`config.mk`:
```
export PLATFORM = sky130hd
export DESIGN_NAME = votacao_jogadores
export DESIGN_NICKNAME = d
export VERILOG_FILES = /design/src/rtl/votacao_jogadores.sv
export SDC_FILE = /design/constraint.sdc
export NUM_CORES = 1
export LEC_CHECK = 0
export CORE_ASPECT_RATIO = 1.1
export CORE_MARGIN = 4
export CORE_UTILIZATION = 31
export DETAILED_ROUTE_END_ITERATION = 16
export SYNTH_ARGS = -nofsm -noshare
export SYNTH_HDL_FRONTEND = slang
export SYNTH_SLANG_ARGS = --single-unit
```
`constraint.sdc`:
```
create_clock -name clock -period 5.27 [get_ports clock]
set_clock_uncertainty 0.05 [all_clocks]
set_input_delay 1.054 -clock clock [delete_from_list [all_inputs] [get_ports clock]]
set_output_delay 1.054 -clock clock [all_outputs]
set_load 0.01 [all_outputs]
```
`src/rtl/votacao_jogadores.sv`:
```
// Voting-round controller: collects one vote (or abstention) per alive
// player in index order, then tallies the counters to find who is
// eliminated, flagging ties and reporting the highest vote count.
//
//  state   | meaning
//  --------+------------------------------------------------------------
//  OCIOSO  | idle, waiting for iniciar
//  PROXIMO | scanning for the next alive voter
//  ESPERA  | waiting for a valid vote or passa from the current voter
//  SOLTA   | waiting for all buttons released before moving on
//  APURA   | tallying counters, one per cycle
//  FIM     | result valid, pronto pulse
module votacao_jogadores #(
    parameter int N_JOG  = 5,
    parameter int W_JOG  = 3,
    parameter int W_VOTO = 3
) (
    input  logic              clock,
    input  logic              reset,
    input  logic              iniciar,
    input  logic [N_JOG-1:0]  vivos,
    input  logic [N_JOG-1:0]  botoes,
    input  logic              passa,
    output logic              ocupado,
    output logic [W_JOG-1:0]  jogador_votante,
    output logic              pronto,
    output logic [W_JOG-1:0]  eliminado,
    output logic              empate,
    output logic [W_VOTO-1:0] votos_max,
    output logic [2:0]        db_estado
);

    typedef enum logic [2:0] {
        OCIOSO  = 3'd0,
        PROXIMO = 3'd1,
        ESPERA  = 3'd2,
        SOLTA   = 3'd3,
        APURA   = 3'd4,
        FIM     = 3'd5
    } estado_t;

    localparam logic [W_JOG-1:0]  IDX_NINGUEM = W_JOG'(N_JOG);
    localparam logic [W_JOG-1:0]  IDX_ULTIMO  = W_JOG'(N_JOG - 1);
    localparam logic [W_VOTO-1:0] VOTO_SAT    = '1;

    estado_t estado, prox_estado;

    logic [N_JOG-1:0]  vivos_lat;
    logic [W_JOG-1:0]  votante;
    logic [W_JOG-1:0]  idx_apura;
    logic [W_VOTO-1:0] votos [N_JOG];

    logic [W_VOTO-1:0] max_ac;
    logic [W_JOG-1:0]  idx_max_ac;
    logic              empate_ac;

    logic [W_VOTO-1:0] max_n;
    logic [W_JOG-1:0]  idx_max_n;
    logic              empate_n;

    logic              votante_vivo;
    logic [W_JOG-1:0]  alvo_idx;
    logic [W_VOTO-1:0] contagem;
    logic              um_bit;
    logic              alvo_vivo;
    logic              auto_voto;
    logic              voto_valido;
    logic              fim_varredura;
    logic              inicio;
    logic              registra_voto;

    assign inicio        = (estado == OCIOSO) && iniciar;
    assign um_bit        = (botoes != '0) && ((botoes & (botoes - N_JOG'(1))) == '0);
    assign alvo_vivo     = |(botoes & vivos_lat);
    assign auto_voto     = (botoes == (N_JOG'(1) << votante));
    assign voto_valido   = um_bit && alvo_vivo && !auto_voto;
    assign registra_voto = (estado == ESPERA) && voto_valido && !passa;
    // An empty mask has no voter to wait for, so the scan goes straight
    // to tallying instead of stepping through every dead index.
    assign fim_varredura = (votante == IDX_NINGUEM) || (vivos_lat == '0);

    // Index-based lookups: voter liveness, vote target, counter under tally.
    always_comb begin
        votante_vivo = 1'b0;
        alvo_idx     = '0;
        contagem     = '0;
        for (int i = 0; i < N_JOG; i++) begin
            if (votante == W_JOG'(i)) votante_vivo = vivos_lat[i];
            if (botoes[i])            alvo_idx     = W_JOG'(i);
            if (idx_apura == W_JOG'(i)) contagem   = votos[i];
        end
    end

    // Running maximum / tie update for the counter currently being tallied.
    always_comb begin
        max_n     = max_ac;
        idx_max_n = idx_max_ac;
        empate_n  = empate_ac;
        if (contagem > max_ac) begin
            max_n     = contagem;
            idx_max_n = idx_apura;
            empate_n  = 1'b0;
        end else if ((contagem == max_ac) && (max_ac != '0)) begin
            empate_n  = 1'b1;
        end
    end

    // State register.
    always_ff @(posedge clock or posedge reset) begin
        if (reset) estado <= OCIOSO;
        else       estado <= prox_estado;
    end

    // Next-state logic.
    always_comb begin
        prox_estado = estado;
        case (estado)
            OCIOSO:  if (iniciar) prox_estado = PROXIMO;
            PROXIMO: begin
                if (fim_varredura)     prox_estado = APURA;
                else if (votante_vivo) prox_estado = ESPERA;
                else                   prox_estado = PROXIMO;
            end
            ESPERA:  if (passa || voto_valido) prox_estado = SOLTA;
            SOLTA:   if (botoes == '0) prox_estado = PROXIMO;
            APURA:   if (idx_apura == IDX_ULTIMO) prox_estado = FIM;
            FIM:     prox_estado = OCIOSO;
            default: prox_estado = OCIOSO;
        endcase
    end

    // Outputs decoded from the state.
    always_comb begin
        ocupado         = (estado != OCIOSO);
        pronto          = (estado == FIM);
        jogador_votante = ((estado == ESPERA) || (estado == SOLTA)) ? votante : '0;
        db_estado       = estado;
    end

    // Round setup: latch the alive mask and advance the voter index.
    always_ff @(posedge clock or posedge reset) begin
        if (reset) begin
            vivos_lat <= '0;
            votante   <= '0;
        end else if (inicio) begin
            vivos_lat <= vivos;
            votante   <= '0;
        end else if ((estado == PROXIMO) && !fim_varredura && !votante_vivo) begin
            votante   <= votante + W_JOG'(1);
        end else if ((estado == SOLTA) && (botoes == '0)) begin
            votante   <= votante + W_JOG'(1);
        end
    end

    // Per-player vote counters, saturating so a full counter never wraps.
    always_ff @(posedge clock or posedge reset) begin
        if (reset) begin
            for (int i = 0; i < N_JOG; i++) votos[i] <= '0;
        end else begin
            for (int i = 0; i < N_JOG; i++) begin
                if (inicio) begin
                    votos[i] <= '0;
                end else if (registra_voto && (alvo_idx == W_JOG'(i)) &&
                             (votos[i] != VOTO_SAT)) begin
                    votos[i] <= votos[i] + W_VOTO'(1);
                end
            end
        end
    end

    // Tally accumulators: one counter is folded in per APURA cycle.
    always_ff @(posedge clock or posedge reset) begin
        if (reset) begin
            idx_apura  <= '0;
            max_ac     <= '0;
            idx_max_ac <= '0;
            empate_ac  <= 1'b0;
        end else if (inicio) begin
            idx_apura  <= '0;
            max_ac     <= '0;
            idx_max_ac <= '0;
            empate_ac  <= 1'b0;
        end else if (estado == APURA) begin
            idx_apura  <= idx_apura + W_JOG'(1);
            max_ac     <= max_n;
            idx_max_ac <= idx_max_n;
            empate_ac  <= empate_n;
        end
    end

    // Result registers: loaded on the last tally cycle, held until the next.
    always_ff @(posedge clock or posedge reset) begin
        if (reset) begin
            eliminado <= IDX_NINGUEM;
            empate    <= 1'b0;
            votos_max <= '0;
        end else if ((estado == APURA) && (idx_apura == IDX_ULTIMO)) begin
            votos_max <= max_n;
            if (max_n == '0) begin
                eliminado <= IDX_NINGUEM;
                empate    <= 1'b0;
            end else if (empate_n) begin
                eliminado <= IDX_NINGUEM;
                empate    <= 1'b1;
            end else begin
                eliminado <= idx_max_n;
                empate    <= 1'b0;
            end
        end
    end

endmodule
```
==> results of run 1 <==
layout make-up:
cell class,instances,area [um2],share of cell area
Timing Repair Buffer,29,288,0.0901
Clock inverter,2,12.5,0.00392
Clock buffer,6,72.6,0.0227
Tap cell,111,139,0.0435
Multi-Input combinational cell,236,1560,0.488
Inverter,12,45.0,0.0141
Sequential cell,43,1080,0.338
cells by family (layout without fill, tap and decap cells):
logic type	count (synthesis)	in the layout	share of synthesized area
DFF	43	43	0.393
adders and majority gates	23	23	0.105
buffers and inverters	26	49	0.0397
xor gates and xnor gates	9	9	0.0287
muxes	8	8	0.0301
and+or+nand+nor	132	132	0.243
AOI/OAI and AO/OA	64	64	0.160
per-stage QoR:
step,instance area (um2),hold slack (ns)
floorplan,2750,0.394
global placement,3110,0.404
detailed placement,3110,0.413
CTS,3190,0.434
global route,3190,0.442
finish,3190,0.431
power breakdown:
part	internal (mW)	switching [mW]	total, mW
logic	0.356	0.497	0.852
registers	0.409	0.0938	0.502
clock network	0.0928	0.118	0.211
total	0.857	0.708	1.57
synth_stat cells, types with 3 or more instances:
cell / count / area (um2)
dfrtp_1: 41 / 1030
a211oi_2: 3 / 37.5
nand2b_1: 5 / 31.3
xnor2_1: 7 / 61.3
nand3b_1: 6 / 45.0
nand3_1: 16 / 80.1
nand2_1: 50 / 188
and2_1: 3 / 18.8
a211oi_1: 3 / 22.5
a21oi_1: 11 / 55.1
inv_1: 12 / 45.0
o21ai_0: 20 / 100
nor2_1: 22 / 82.6
ha_1: 23 / 288
a22o_1: 4 / 35.0
clkbuf_1: 10 / 37.5
nor2b_1: 5 / 31.3
buf_2: 3 / 15.0
mux2i_1: 6 / 60.1
nor3b_1: 3 / 22.5
nand4_1: 3 / 18.8
a31oi_1: 4 / 25.0
nor3_1: 5 / 25.0
worst max-delay path, delay by kind of cell (launching register included):
family                     cells  cell delay (ns)
and+or+nand+nor                4             0.70
adders and majority gates      2             0.61
AOI/OAI and AO/OA              4             0.98
muxes                          1             0.32
DFF                            1             0.45
buffers and inverters          1             0.12
sequential cells by signal (all words and copies together), names as in the netlist:
name / cells
votante: 3
max_ac: 3
empate_ac: 1
idx_apura: 3
votos_max: 3
empate: 1
idx_max_ac: 3
votos: 15
eliminado: 3
db_estado: 3
vivos_lat: 5
how the worst max path moves through the flow:
stage / startpoint / endpoint / slack [ns] / cells past startpoint
2_1_floorplan: idx_apura[2] / eliminado[1] / 2.27 / 13
3_3_place_gp: botoes[2] / votos[6] / 1.95 / 7
3_5_place_dp: botoes[2] / votos[6] / 1.93 / 7
4_1_cts: idx_apura[0] / eliminado[1] / 1.96 / 12
5_1_grt: idx_apura[1] / eliminado[1] / 1.70 / 12
6_report: idx_apura[0] / eliminado[1] / 1.93 / 12
cells in the final DEF, fill, tap and decap left out, drive strengths merged, types with 3 or more instances in the layout:
cell	count
clkbuf	6
nand2	50
a211oi	6
nand4	3
a21oi	11
inv	11
a22o	4
xnor2	7
nand2b	5
nor3b	4
nor3	5
nor2b	5
nand3b	6
clkdlybuf4s50	28
mux2i	6
and2	4
nor2	23
a31oi	4
o21ai	20
dfrtp	41
nand3	16
ha	23
metal layers:
metal  track usage  part of all wire  up-vias
li1              -                 -     1132
met1         0.167              0.45     1100
met2         0.214              0.50       42
met3        0.0260             0.039        7
met4        0.0297            0.0097        0
met5             0                 0        -
==> metrics.yaml, run 1 <==
yosysUniqueCellTypes: 55
maxCapViolCount: 0
die_y_um: 107
outcome: "finished clean"
crit_type: "flop to flop"
setup_tns_ns: 0
start_util: 0.323
cts_root_buf: "clkbuf_8"
holdPathStages: 1
first_pass_iters: 4
hpwlAfterDp_um: 4670
required_ns: 5.41
totalPowerFinal_mw: 1.57
synth_edf_count: 0
post-route-period-util: 0.634
setup_slack_ns: 1.93
slew_violations: 0
holdBufCountCts: 0
core_area_mm2: 0.00850
worstPathCellList: "inv_1 -> ha_1 -> nand3b_1 -> a2111o_1 -> a31oi_1 -> ha_1 -> a21oi_1 -> nand2_1 -> nand2_1 -> mux2i_1 -> nand3_1 -> a22o_1"
instances_no_fill: 439
async_flop_share: 1.00
cts_made_buffers: 5
path_max_fanout: 9
cts_resized: 0
critical_path.slowest_cell: "dfrtp_1"
rows: 35
finish.utilization: 0.376
routed_wl_um: 6270
tritoncts: "built"
worstMarginPinSlew_ns: 1.14
fin_nets: 364
path_clk_slew_ns: 0.09
arrival_ns: 3.48
grt.overflow.total: 0
start_kind: "flop"
dp_worst_setup_slack_ns: 1.93
ios: 29
ys_seq_area_frac: 0.393
final-setup-viol-count: 0
post-cts-setup-buffers: 0
grt_pass1_vias: 2112
ff2ff_path_depth: 12
fillCellCount: 879
power_density_mw_per_mm2: 490
via_per_inst: 5.20
cts_sinks: 43
drt_first_iter_violations: 133
synth-seq-cells: 43
ant_nets: 0
rr_startpoint: "idx_apura[0]"
grt_antenna_before_repair: 0
drt-wirelength-per-cell_um: 14.3
grt_pass1_wl_um: 10800
dieWidth_um: 97.7
hold_class: "flop to flop"
rsz0062_at_grt: "false"
grt_max_degree: 44
ys.flop_type: "dfrtp_1"
area_growth_pct: 16.3
synthesis.area_mm2: 0.00275
timing.slew.headroom: 0.240
p_leak_nw: 1.43
htreeDepth: 2
dp.cells: 431
ir_drop_mv: 0.257
hold_start: "empate_ac"
vias: 2281
layout-drive-gt1-share: 0.0579
finalHoldViolCount: 0
place.gp.congestion: 0.742
cp-end-kind: "flop"
critical-path-max-stage-delay_ns: 0.45
fmax_ghz: 0.299
port_buffers: 28
r2r_slack_ns: 1.93
min_to: "empate_ac"
die-area_mm2: 0.0104
antenna_cells: 0
avgSynthCellArea_um2: 9.00
synth_cells: 305
min_period_ns: 3.34
grt_usage: 0.127
drc: 0
r2r_end: "eliminado[1]"
clock_latency_ns: 0.30
yosys_warnings: 0
mappedNetlistNets: 342
clockBufferDepth: 2
Note: power is estimated with default switching activity, not from simulation.
==> inputs of run 2 (changes only) <==
==> constraint.sdc (replaced) <==
create_clock -name clock -period 3.4 [get_ports clock]
set_clock_uncertainty 0.05 [all_clocks]
set_input_delay 0.68 -clock clock [delete_from_list [all_inputs] [get_ports clock]]
set_output_delay 0.68 -clock clock [all_outputs]
set_load 0.01 [all_outputs]
==> run 2 against run 1 <==
- first-iteration DRC count grew 44%
- worst setup slack lost 1.7 ns
- power grew 65%
- combinational power grew 63%
- final cell count grew 1.4%
- critical path type unchanged
- maximum frequency grew 4.6%
==> metrics.yaml, run 2 (same netlist as run 1, synthesis figures left out) <==
grt_pass1_vias: 2231  # was 2,112
dp_worst_setup_slack_ns: 0.231  # was 1.93 ns
worstMarginPinSlew_ns: 1.00  # was 1.14 ns
clockBufferDepth: 2  # unchanged
hold_class: "flop to flop"  # unchanged
top_regs: "votos x15, vivos_lat x5"  # unchanged
setup_tns_ns: 0  # unchanged
drt-wirelength-per-cell_um: 14.4  # was 14.3 um
first_pass_iters: 4  # unchanged
cp-end-kind: "flop"  # unchanged
power_density_mw_per_mm2: 788  # was 490 mW/mm2
dieWidth_um: 97.7  # unchanged
clock_latency_ns: 0.30  # about the same
setup_slack_ns: 0.204  # was 1.93 ns
die-area_mm2: 0.0104  # unchanged
place.gp.congestion: 0.849  # was 0.742
outcome: "finished clean"  # unchanged
min_period_ns: 3.20  # was 3.34 ns
slew_violations: 0  # unchanged
cts_root_buf: "clkbuf_8"  # unchanged
routed_wl_um: 6400  # was 6270 um
final_cell_area_mm2: 0.00328  # was 0.00319 mm2
path_max_fanout: 8  # was 9
drt_first_iter_violations: 191  # was 133
post-route-period-util: 0.940  # was 0.634
htreeDepth: 2  # unchanged
largest_register_ffs: 15  # unchanged
regMostFlops: "votos"  # unchanged
vias: 2272  # was 2,281
finish.utilization: 0.386  # was 0.376
timing.slew.headroom: 0.326  # was 0.240
layout-drive-gt1-share: 0.0838  # was 0.0579
ios: 29  # unchanged
die_y_um: 107  # unchanged
antenna_cells: 0  # unchanged
cts_sinks: 43  # unchanged
start_kind: "flop"  # unchanged
maxCapViolCount: 0  # unchanged
layout_common_cells: "nand2_1, dfrtp_1, clkdlybuf4s50_1"  # unchanged
crit_type: "flop to flop"  # unchanged
grt_antenna_before_repair: 0  # unchanged
start_util: 0.323  # unchanged
place_area_mm2: 0.00315  # was 0.00311 mm2
path_clk_slew_ns: 0.09  # about the same
rsz0062_at_grt: "false"  # unchanged
core_area_mm2: 0.00850  # unchanged
via_per_inst: 5.11  # was 5.20
ir_drop_mv: 0.272  # was 0.257 mV
arrival_ns: 3.34  # was 3.48 ns
fmax_ghz: 0.313  # was 0.299 GHz
grt_pass1_wl_um: 10900  # was 10,800 um
grt_max_degree: 34  # was 44
p_leak_nw: 1.48  # was 1.43 nW
final-setup-viol-count: 0  # unchanged
drc: 0  # unchanged
finalHoldViolCount: 0  # unchanged
fin_nets: 370  # was 364
grt.overflow.total: 0  # unchanged
ant_nets: 0  # unchanged
tritoncts: "built"  # unchanged
grt_usage: 0.128  # was 0.127
port_buffers: 28  # unchanged
holdBufCountCts: 0  # unchanged
layout_commonest_cell: "nand2_1"  # unchanged
cts_made_buffers: 5  # unchanged
totalPowerFinal_mw: 2.58  # was 1.57 mW
rows: 35  # unchanged
required_ns: 3.54  # was 5.41 ns
hpwlAfterDp_um: 4830  # was 4670 um
area_growth_pct: 19.4  # was 16.3%
[run 2: power by group]
group | leakage [nW] | internal, mW | switching, mW
sequential | 0.574 | 0.633 | 0.150
combinational | 0.844 | 0.612 | 0.780
clock | 0.0581 | 0.219 | 0.188
[run 2: final cells by class]
class | count | area (um2)
flip-flops and latches | 43 | 1080
well taps | 111 | 139
clock inverters | 3 | 43.8
clock buffers | 5 | 68.8
repair buffers | 35 | 333
inverters | 12 | 45.0
multi-input cells | 236 | 1570
fillers | 853 | 5220
[run 2: layer usage]
metal | share of wire | global-route usage | up-vias
li1 | - | - | 1137
met1 | 0.46 | 0.160 | 1071
met2 | 0.47 | 0.214 | 47
met3 | 0.039 | 0.0273 | 17
met4 | 0.030 | 0.0524 | 0
met5 | 0 | 0 | -
[run 2: worst max-delay path: stages (launching register included)]
cell and delay (ns):
dfrtp_1 0.45, inv_1 0.13, ha_1 0.30, nand3b_1 0.12
a2111o_1 0.38, a31oi_1 0.26, ha_1 0.31, a21oi_1 0.13
nand2_1 0.13, nand2_1 0.13, mux2i_2 0.30, nand3_1 0.17
a22o_1 0.21
[run 2: worst paths after layout]
path | start | end | slack [ns] | depth (start not counted)
max in group asynchronous | reset | eliminado[2] | 1.79 | 3
max reg2reg | idx_apura[0] | eliminado[1] | 0.20 | 12
max | idx_apura[0] | eliminado[1] | 0.20 | 12
min in group asynchronous | reset | db_estado[1] | 0.75 | 2
min reg2reg | votos_max[0] | votos_max[0] | 0.44 | 2
min | votos_max[0] | votos_max[0] | 0.44 | 2
[run 2: timing repair]
action / CTS / global route
setup endpoints to repair: 0 / 1
gates resized for setup: 0 / 2
buffers inserted: 0 / 0
[run 2: stage by stage]
stage / hold slack (ns) / instances
2_1_floorplan: 0.394 / 305
5_1_grt: 0.475 / 445
6_report: 0.440 / 445
3_3_place_gp: 0.418 / 437
4_1_cts: 0.444 / 445
3_5_place_dp: 0.422 / 437
